### config.mk
export PLATFORM = sky130hd
export DESIGN_NAME = serial_tx_param
export DESIGN_NICKNAME = d
export VERILOG_FILES = /design/src/rtl/serial_tx_pkg.sv /design/src/rtl/serial_tx_param_word_change_det.sv /design/src/rtl/serial_tx_param.sv
export SDC_FILE = /design/constraint.sdc
export NUM_CORES = 1
export LEC_CHECK = 0
export ABC_CLOCK_PERIOD_IN_PS = 2100
export CORE_AREA = 2 2 47 49
export CTS_CLUSTER_SIZE = 30
export DETAILED_ROUTE_END_ITERATION = 8
export DIE_AREA = 0 0 49 51
export GPL_TIMING_DRIVEN = 0
export PLACE_DENSITY = 0.7
export SKIP_CTS_REPAIR_TIMING = 1
export SYNTH_ARGS = -nofsm -noshare
export SYNTH_HDL_FRONTEND = slang
export SYNTH_SLANG_ARGS = --single-unit
### constraint.sdc
create_clock -name i_clk -period 2.1 [get_ports i_clk]
set_input_delay 0.21 -clock i_clk [delete_from_list [all_inputs] [get_ports i_clk]]
set_output_delay 0.21 -clock i_clk [all_outputs]
set_load 0.01 [all_outputs]
### src/rtl/serial_tx_pkg.sv
// Shared types and helpers for the parametrised serial transmitter.
package serial_tx_pkg;

  typedef enum logic [0:0] {
    ST_IDLE  = 1'b0,
    ST_SHIFT = 1'b1
  } state_e;

  localparam logic BIT_ORDER_MSB = 1'b1;

  // Counter width able to hold 0..n-1, never narrower than one bit.
  function automatic int clog2_min1(input int n);
    int r;
    r = 0;
    for (int i = 0; i < 31; i++) begin
      if ((32'sd1 <<< i) < n) r = i + 1;
    end
    return (r < 1) ? 1 : r;
  endfunction

endpackage

### src/rtl/serial_tx_param_word_change_det.sv
// Remembers the last launched word and raises a load trigger on start or on a new word.
module word_change_det #(
  parameter int WIDTH = 8
) (
  input  logic             i_clk,
  input  logic             i_rst_n,
  input  logic [WIDTH-1:0] i_in,
  input  logic             i_start,
  output logic             o_trigger
);

  logic [WIDTH-1:0] r_in_q;

  assign o_trigger = i_start | (i_in != r_in_q);

  // Latch the word being launched so an unchanged input does not retrigger.
  always_ff @(posedge i_clk or negedge i_rst_n) begin
    if (!i_rst_n) begin
      r_in_q <= '0;
    end else if (o_trigger) begin
      r_in_q <= i_in;
    end else begin
      r_in_q <= r_in_q;
    end
  end

endmodule

### src/rtl/serial_tx_param.sv
// Parallel-in/serial-out transmitter with configurable width and bit order.
module serial_tx_param
  import serial_tx_pkg::*;
#(
  parameter int   WIDTH     = 8,
  parameter logic MSB_FIRST = BIT_ORDER_MSB,
  parameter logic IDLE_BIT  = 1'b0,
  localparam int  CNT_W     = clog2_min1(WIDTH)
) (
  input  logic             i_clk,
  input  logic             i_rst_n,
  input  logic [WIDTH-1:0] i_in,
  input  logic             i_start,
  output logic             o_bit,
  output logic             o_stop,
  output logic             o_busy,
  output logic [CNT_W-1:0] o_bit_idx
);

  localparam int   LAST_M1 = (WIDTH > 1) ? (WIDTH - 2) : 0;
  localparam logic SINGLE  = (WIDTH == 1);

  state_e           r_state;
  state_e           w_state_nxt;
  logic [WIDTH-1:0] r_shift;
  logic [WIDTH-1:0] w_shift_nxt;
  logic [WIDTH-1:0] w_shifted;
  logic             r_bit;
  logic             w_bit_nxt;
  logic [CNT_W-1:0] r_idx;
  logic [CNT_W-1:0] w_idx_nxt;
  logic             r_stop;
  logic             w_stop_nxt;
  logic             r_busy;
  logic             w_trigger;

  word_change_det #(.WIDTH(WIDTH)) u_det (
    .i_clk     (i_clk),
    .i_rst_n   (i_rst_n),
    .i_in      (i_in),
    .i_start   (i_start),
    .o_trigger (w_trigger)
  );

  assign w_shifted = MSB_FIRST ? (r_shift << 1) : (r_shift >> 1);

  // Next-state logic: a trigger reloads from any state, otherwise shift until the last bit.
  always_comb begin
    w_state_nxt = r_state;
    w_shift_nxt = r_shift;
    w_bit_nxt   = r_bit;
    w_idx_nxt   = r_idx;
    w_stop_nxt  = r_stop;
    if (w_trigger) begin
      w_shift_nxt = i_in;
      w_bit_nxt   = MSB_FIRST ? i_in[WIDTH-1] : i_in[0];
      w_idx_nxt   = '0;
      w_stop_nxt  = SINGLE;
      w_state_nxt = SINGLE ? ST_IDLE : ST_SHIFT;
    end else begin
      case (r_state)
        ST_SHIFT: begin
          w_shift_nxt = w_shifted;
          w_bit_nxt   = MSB_FIRST ? w_shifted[WIDTH-1] : w_shifted[0];
          w_idx_nxt   = r_idx + CNT_W'(1);
          if (r_idx == CNT_W'(LAST_M1)) begin
            w_stop_nxt  = 1'b1;
            w_state_nxt = ST_IDLE;
          end else begin
            w_stop_nxt  = 1'b0;
            w_state_nxt = ST_SHIFT;
          end
        end
        ST_IDLE: begin
          w_stop_nxt  = 1'b1;
          w_state_nxt = ST_IDLE;
        end
        default: begin
          w_stop_nxt  = 1'b1;
          w_state_nxt = ST_IDLE;
        end
      endcase
    end
  end

  // State and output registers.
  always_ff @(posedge i_clk or negedge i_rst_n) begin
    if (!i_rst_n) begin
      r_state <= ST_IDLE;
      r_shift <= '0;
      r_bit   <= IDLE_BIT;
      r_idx   <= '0;
      r_stop  <= 1'b1;
      r_busy  <= 1'b0;
    end else begin
      r_state <= w_state_nxt;
      r_shift <= w_shift_nxt;
      r_bit   <= w_bit_nxt;
      r_idx   <= w_idx_nxt;
      r_stop  <= w_stop_nxt;
      r_busy  <= ~w_stop_nxt;
    end
  end

  assign o_bit     = r_bit;
  assign o_stop    = r_stop;
  assign o_busy    = r_busy;
  assign o_bit_idx = r_idx;

endmodule

Word level (Yosys, flattened, before mapping). Cells that the tools add are included.

Register bits after elaboration: 22. Bits in latches: 0. Bits in writable memories: 0. Memory bits (read-only): 0. Input bits: 11. Output and inout bits: 6. Memories kept: 0.

Add/sub/neg operators: 1. $mul: 0. Div/mod/pow operators: 0. Order comparisons: 0. Equality and inequality tests: 2. Shift operators: 0. Multiplexer cells: 12. Bitwise operators: 3. Reduce and logical (&&, ||, !) cells: 1.

Operator list (count): $mux W7 (2); $ne A8 B8 Y1 (1); $mux W1 (6); $mux W3 (2); $pmux W1 S2 (2); $add A3 B1 Y3 const B (1); $eq A3 B3 Y1 const B (1); $not A1 Y1 (2); $reduce_bool A2 Y1 (1); $or A1 B1 Y1 (1).

Depth between registers and ports, before layout. Gate-level depths: netlist of the first run.

Depth in word-level cells: 5. Gate-level depth with buffers: 6. Gate-level depth less buffers: 5.

Hierarchy. From an unflattened synthesis of the first run, not the netlist that was laid out.

Cell total of the unflattened synthesis: 81. Area total of the unflattened synthesis: 930.9 um^2.

By module, submodules not included: serial_tx_param (instances 1, cells each 54, area an instance 611.8 um^2, sequential area each 326.6 um^2); word_change_det (instances 1, cells each 27, area an instance 319.1 um^2, sequential area each 200.2 um^2).

Least setup slack after synthesis of the first run. OpenSTA, ideal clock, no wires.

Path type: reg-to-reg. From: register u_det.r_in_q[6]. To: register r_bit (netlist: o_bit). Library setup time: 0.125 ns. Arrival: 1.600 ns. Required time: 1.975 ns. Path slack: 0.375 ns. Stages on the path, launching flop included: 7. Clock period less this slack: 1.725 ns. Cell sequence: dfrtp_1 -> xnor2_1 -> nand4_1 -> or4_1 -> buf_2 -> buf_6 -> mux2_4.

Cells in the longest elaborated chain, start to end: 3. Elaborated cells on any way between the ends: 4. Classes of those cells: eq/ne (1); mux (1); bitwise (1); reduce/logical (1).

Ends and longest elaborated chain: start, declared (line serial_tx_param_word_change_det.sv:12) `logic [WIDTH-1:0] r_in_q;`; start signal, assigned (line serial_tx_param_word_change_det.sv:21) `r_in_q <= i_in;`; start signal, assigned (line serial_tx_param_word_change_det.sv:23) `r_in_q <= r_in_q;`; $ne A8 B8 Y1 (*) (line serial_tx_param_word_change_det.sv:14) `assign o_trigger = i_start | (i_in != r_in_q);`; $or A1 B1 Y1 (*) (line serial_tx_param_word_change_det.sv:14); $mux W1 / $reduce_bool A2 Y1 (equally long branches); end signal, assigned (line serial_tx_param.sv:98) `r_bit <= w_bit_nxt;`; end, declared (line serial_tx_param.sv:28) `logic r_bit;`.

Every way passes the cells marked *; elsewhere a longest branch is shown, timed or not. A chain may end at the register's enable or synchronous reset.

Worst setup path in the final report of the first run.
From: input i_in[6]. To: register r_bit (netlist: o_bit).

Cells in the longest elaborated chain, start to end: 3. Elaborated cells on any way between the ends: 4. Classes of those cells: eq/ne (1); mux (1); bitwise (1); reduce/logical (1).

Ends and longest elaborated chain: start, declared (line serial_tx_param.sv:12) `input logic [WIDTH-1:0] i_in,`; $ne A8 B8 Y1 (*) (line serial_tx_param_word_change_det.sv:14); $or A1 B1 Y1 (*) (line serial_tx_param_word_change_det.sv:14); $mux W1 / $reduce_bool A2 Y1 (equally long branches).

Marked as above.

==> impl_metrics.json, run 1 <==
{
  "max_freq_mhz": 529,
  "synthMuxAreaShare": 0.206,
  "yosys.area_share.adder": 0.0261,
  "nFillCells": 182,
  "maxCapViolations": 0,
  "cts_tree": "done",
  "layout_commonest_cell": "dfrtp_1",
  "syn_avg_cell_area_um2": 13.1,
  "fin_nets": 107,
  "synth_nets": 86,
  "cts_max_level": 1,
  "vias": 541,
  "peakVddDrop_v": 0.000428,
  "clkSinkCount": 21,
  "drtPass1Iterations": 2,
  "cts.reportedPaths.clkPinSlew_ps": 110,
  "maxSlewHeadroom": 0.391,
  "crit_type": "input port to flip-flop",
  "slew_violations": 0,
  "antennaDiodeCount": 0,
  "endpoint_kind": "flip-flop",
  "die_h_um": 51,
  "synth.area.top_cells": "dfrtp_1, mux2_2, mux2_4",
  "hpwl_um": 1090,
  "ys_seq_area_frac": 0.550,
  "netlist_instances": 73,
  "grt_pass1_vias": 580,
  "dieArea_mm2": 0.00250,
  "arrival_ps": 2080,
  "yosys_warnings": 0,
  "rsz0062_at_grt": "no",
  "worstPathMaxFanout": 10,
  "cts-buffers-inserted": 3,
  "num_rows": 17,
  "drive_above_1_share": 0.237,
  "power_density_mw_per_mm2": 584,
  "io_buffers": 16,
  "synth.ff_latch_count": 21,
  "stdcell_area_mm2": 0.00118,
  "synth_xor_area_frac": 0.0914,
  "hold_viol": 0,
  "p_leak_uw": 0.000508,
  "netlist_area_um2": 958,
  "skew_ps": 7.76,
  "via_per_inst": 4.47,
  "grt_pass1_wl_um": 2480,
  "initial_utilization": 0.465,
  "tightest_slew_ps": 911,
  "critPathRequiredTime_ps": 2290,
  "hold_class": "input port to asynchronous set/reset pin",
  "start_kind": "input port",
  "area_growth_syn_to_layout_pct": 23.1,
  "final_antenna_net_count": 0,
  "antenna_found_initial": 0,
  "seqCellArea_um2": 527,
  "grtUsageTotal": 0.136,
  "post_synth_num_cell_types": 22,
  "io_pins": 17,
  "worstSkewPairLatency_ps": 300,
  "timing.final.crit_share": 0.900,
  "routabilityCongestion": 0.705,
  "layout_common_cells": "dfrtp_1, clkdlybuf4s50_1, mux2_2, xnor2_1, clkbuf_1",
  "grt_max_degree": 22,
  "die_w_um": 49,
  "synth_top_family_by_area": "multiplexers",
  "grt_overflow": 0,
  "outcome": "finished, final reports clean",
  "first_iter_violations": 4,
  "fp.coreArea_mm2": 0.00206,
  "synth_top_area_frac": 0.522,
  "fin_crit_ps": 1890,
  "finalSetupViolCount": 0,
  "cts_max_path_buffers": 2,
  "placed_cell_area_mm2": 0.00115,
  "tns_ps": 0,
  "drc": 0,
  "wl_um": 1430,
  "cts_root_buf": "clkbuf_4",
  "multi_input_area_um2": 368,
  "synth_compound_area_frac": 0.0144,
  "wl_per_cell_um": 11.8,
  "synth_area_leader_cell": "dfrtp_1",
  "synth-simple-area-share": 0.0457
}
==> final timing paths <==
path	to	start	slack, ps	depth (start not counted)
max in group asynchronous	o_busy	i_rst_n	1130	1
min in group i_clk	u_det.r_in_q[1]	i_in[1]	490	2
hold / removal	u_det.r_in_q[3]	i_rst_n	410	1
hold reg to reg	o_stop	o_bit_idx[2]	560	2
setup / recovery	o_bit	i_in[6]	210	7
setup reg to reg	o_bit	u_det.r_in_q[2]	250	6
==> power breakdown <==
group / total [uW] / internal, uW / switching, uW
sequential: 427 / 420 / 7.22
clock: 188 / 73.9 / 114
combinational: 72.9 / 46.4 / 26.5
==> metal layers <==
layer	global-route usage	up-vias	routed length, um	share of wire
met3	0.0175	2	43	0.030
met1	0.160	257	626	0.44
met2	0.237	8	739	0.52
met5	0	-	0	0
met4	0.0857	0	16	0.011
li1	-	274	-	-
==> area by class of cell <==
class	instances	share of cell area
plain buffers	11	0.0477
clock buffers	4	0.0223
inverters	2	0.00636
multi-input cells	39	0.312
flip-flops and latches	21	0.446
well taps	28	0.0297
repair buffers	16	0.136
==> metrics by stage <==
stage | setup WS (ps) | hold slack [ps] | instances | util | total power [uW]
2_1_floorplan | 375 | -85.6 | 73 | - | 470
3_3_place_gp | -90.6 | 549 | 117 | 0.559 | 508
3_5_place_dp | -110 | 552 | 117 | 0.559 | 510
4_1_cts | 217 | 453 | 121 | 0.572 | 701
5_1_grt | 135 | 500 | 121 | 0.572 | 724
6_report | 209 | 412 | 121 | 0.572 | 689
==> cells by family (layout without fill, tap and decap cells) <==
logic type | count (synthesis) | count (layout)
flops | 21 | 21
mux | 16 | 16
buf+inv | 13 | 33
xor+xnor | 10 | 10
simple gates | 9 | 9
fa+ha+maj | 2 | 2
compound gates | 2 | 2
==> synthesized netlist by cell type (all sizes together) <==
master	n
nand4	1
nand3	1
buf	3
dfrtp	20
clkbuf	7
xor2	2
nand2	2
a21oi	1
ha	2
nor2	3
a21o	1
dlygate4sd3	1
nor2b	1
mux2	15
dfstp	1
or4	1
xnor2	8
inv	2
mux2i	1
==> state kept, by name, indices dropped and copies added (netlist names) <==
register and count:
o_stop 1, r_shift 7, o_busy 1, u_det.r_in_q 8
o_bit 1, o_bit_idx 3
==> critical path: stages <==
cell and delay [ps]:
clkdlybuf4s50_1 550, xnor2_1 130, nand4_1 110, or4_1 470, buf_2 170, buf_6 150, mux2_4 290
Power figures use the tool's default switching activity.
==> run 2: changes to the inputs <==
- GPL_ROUTABILITY_DRIVEN: unset -> 0
==> results of run 2 <==
Same layout as run 1: the final DEF is identical, and so are final timing and power.
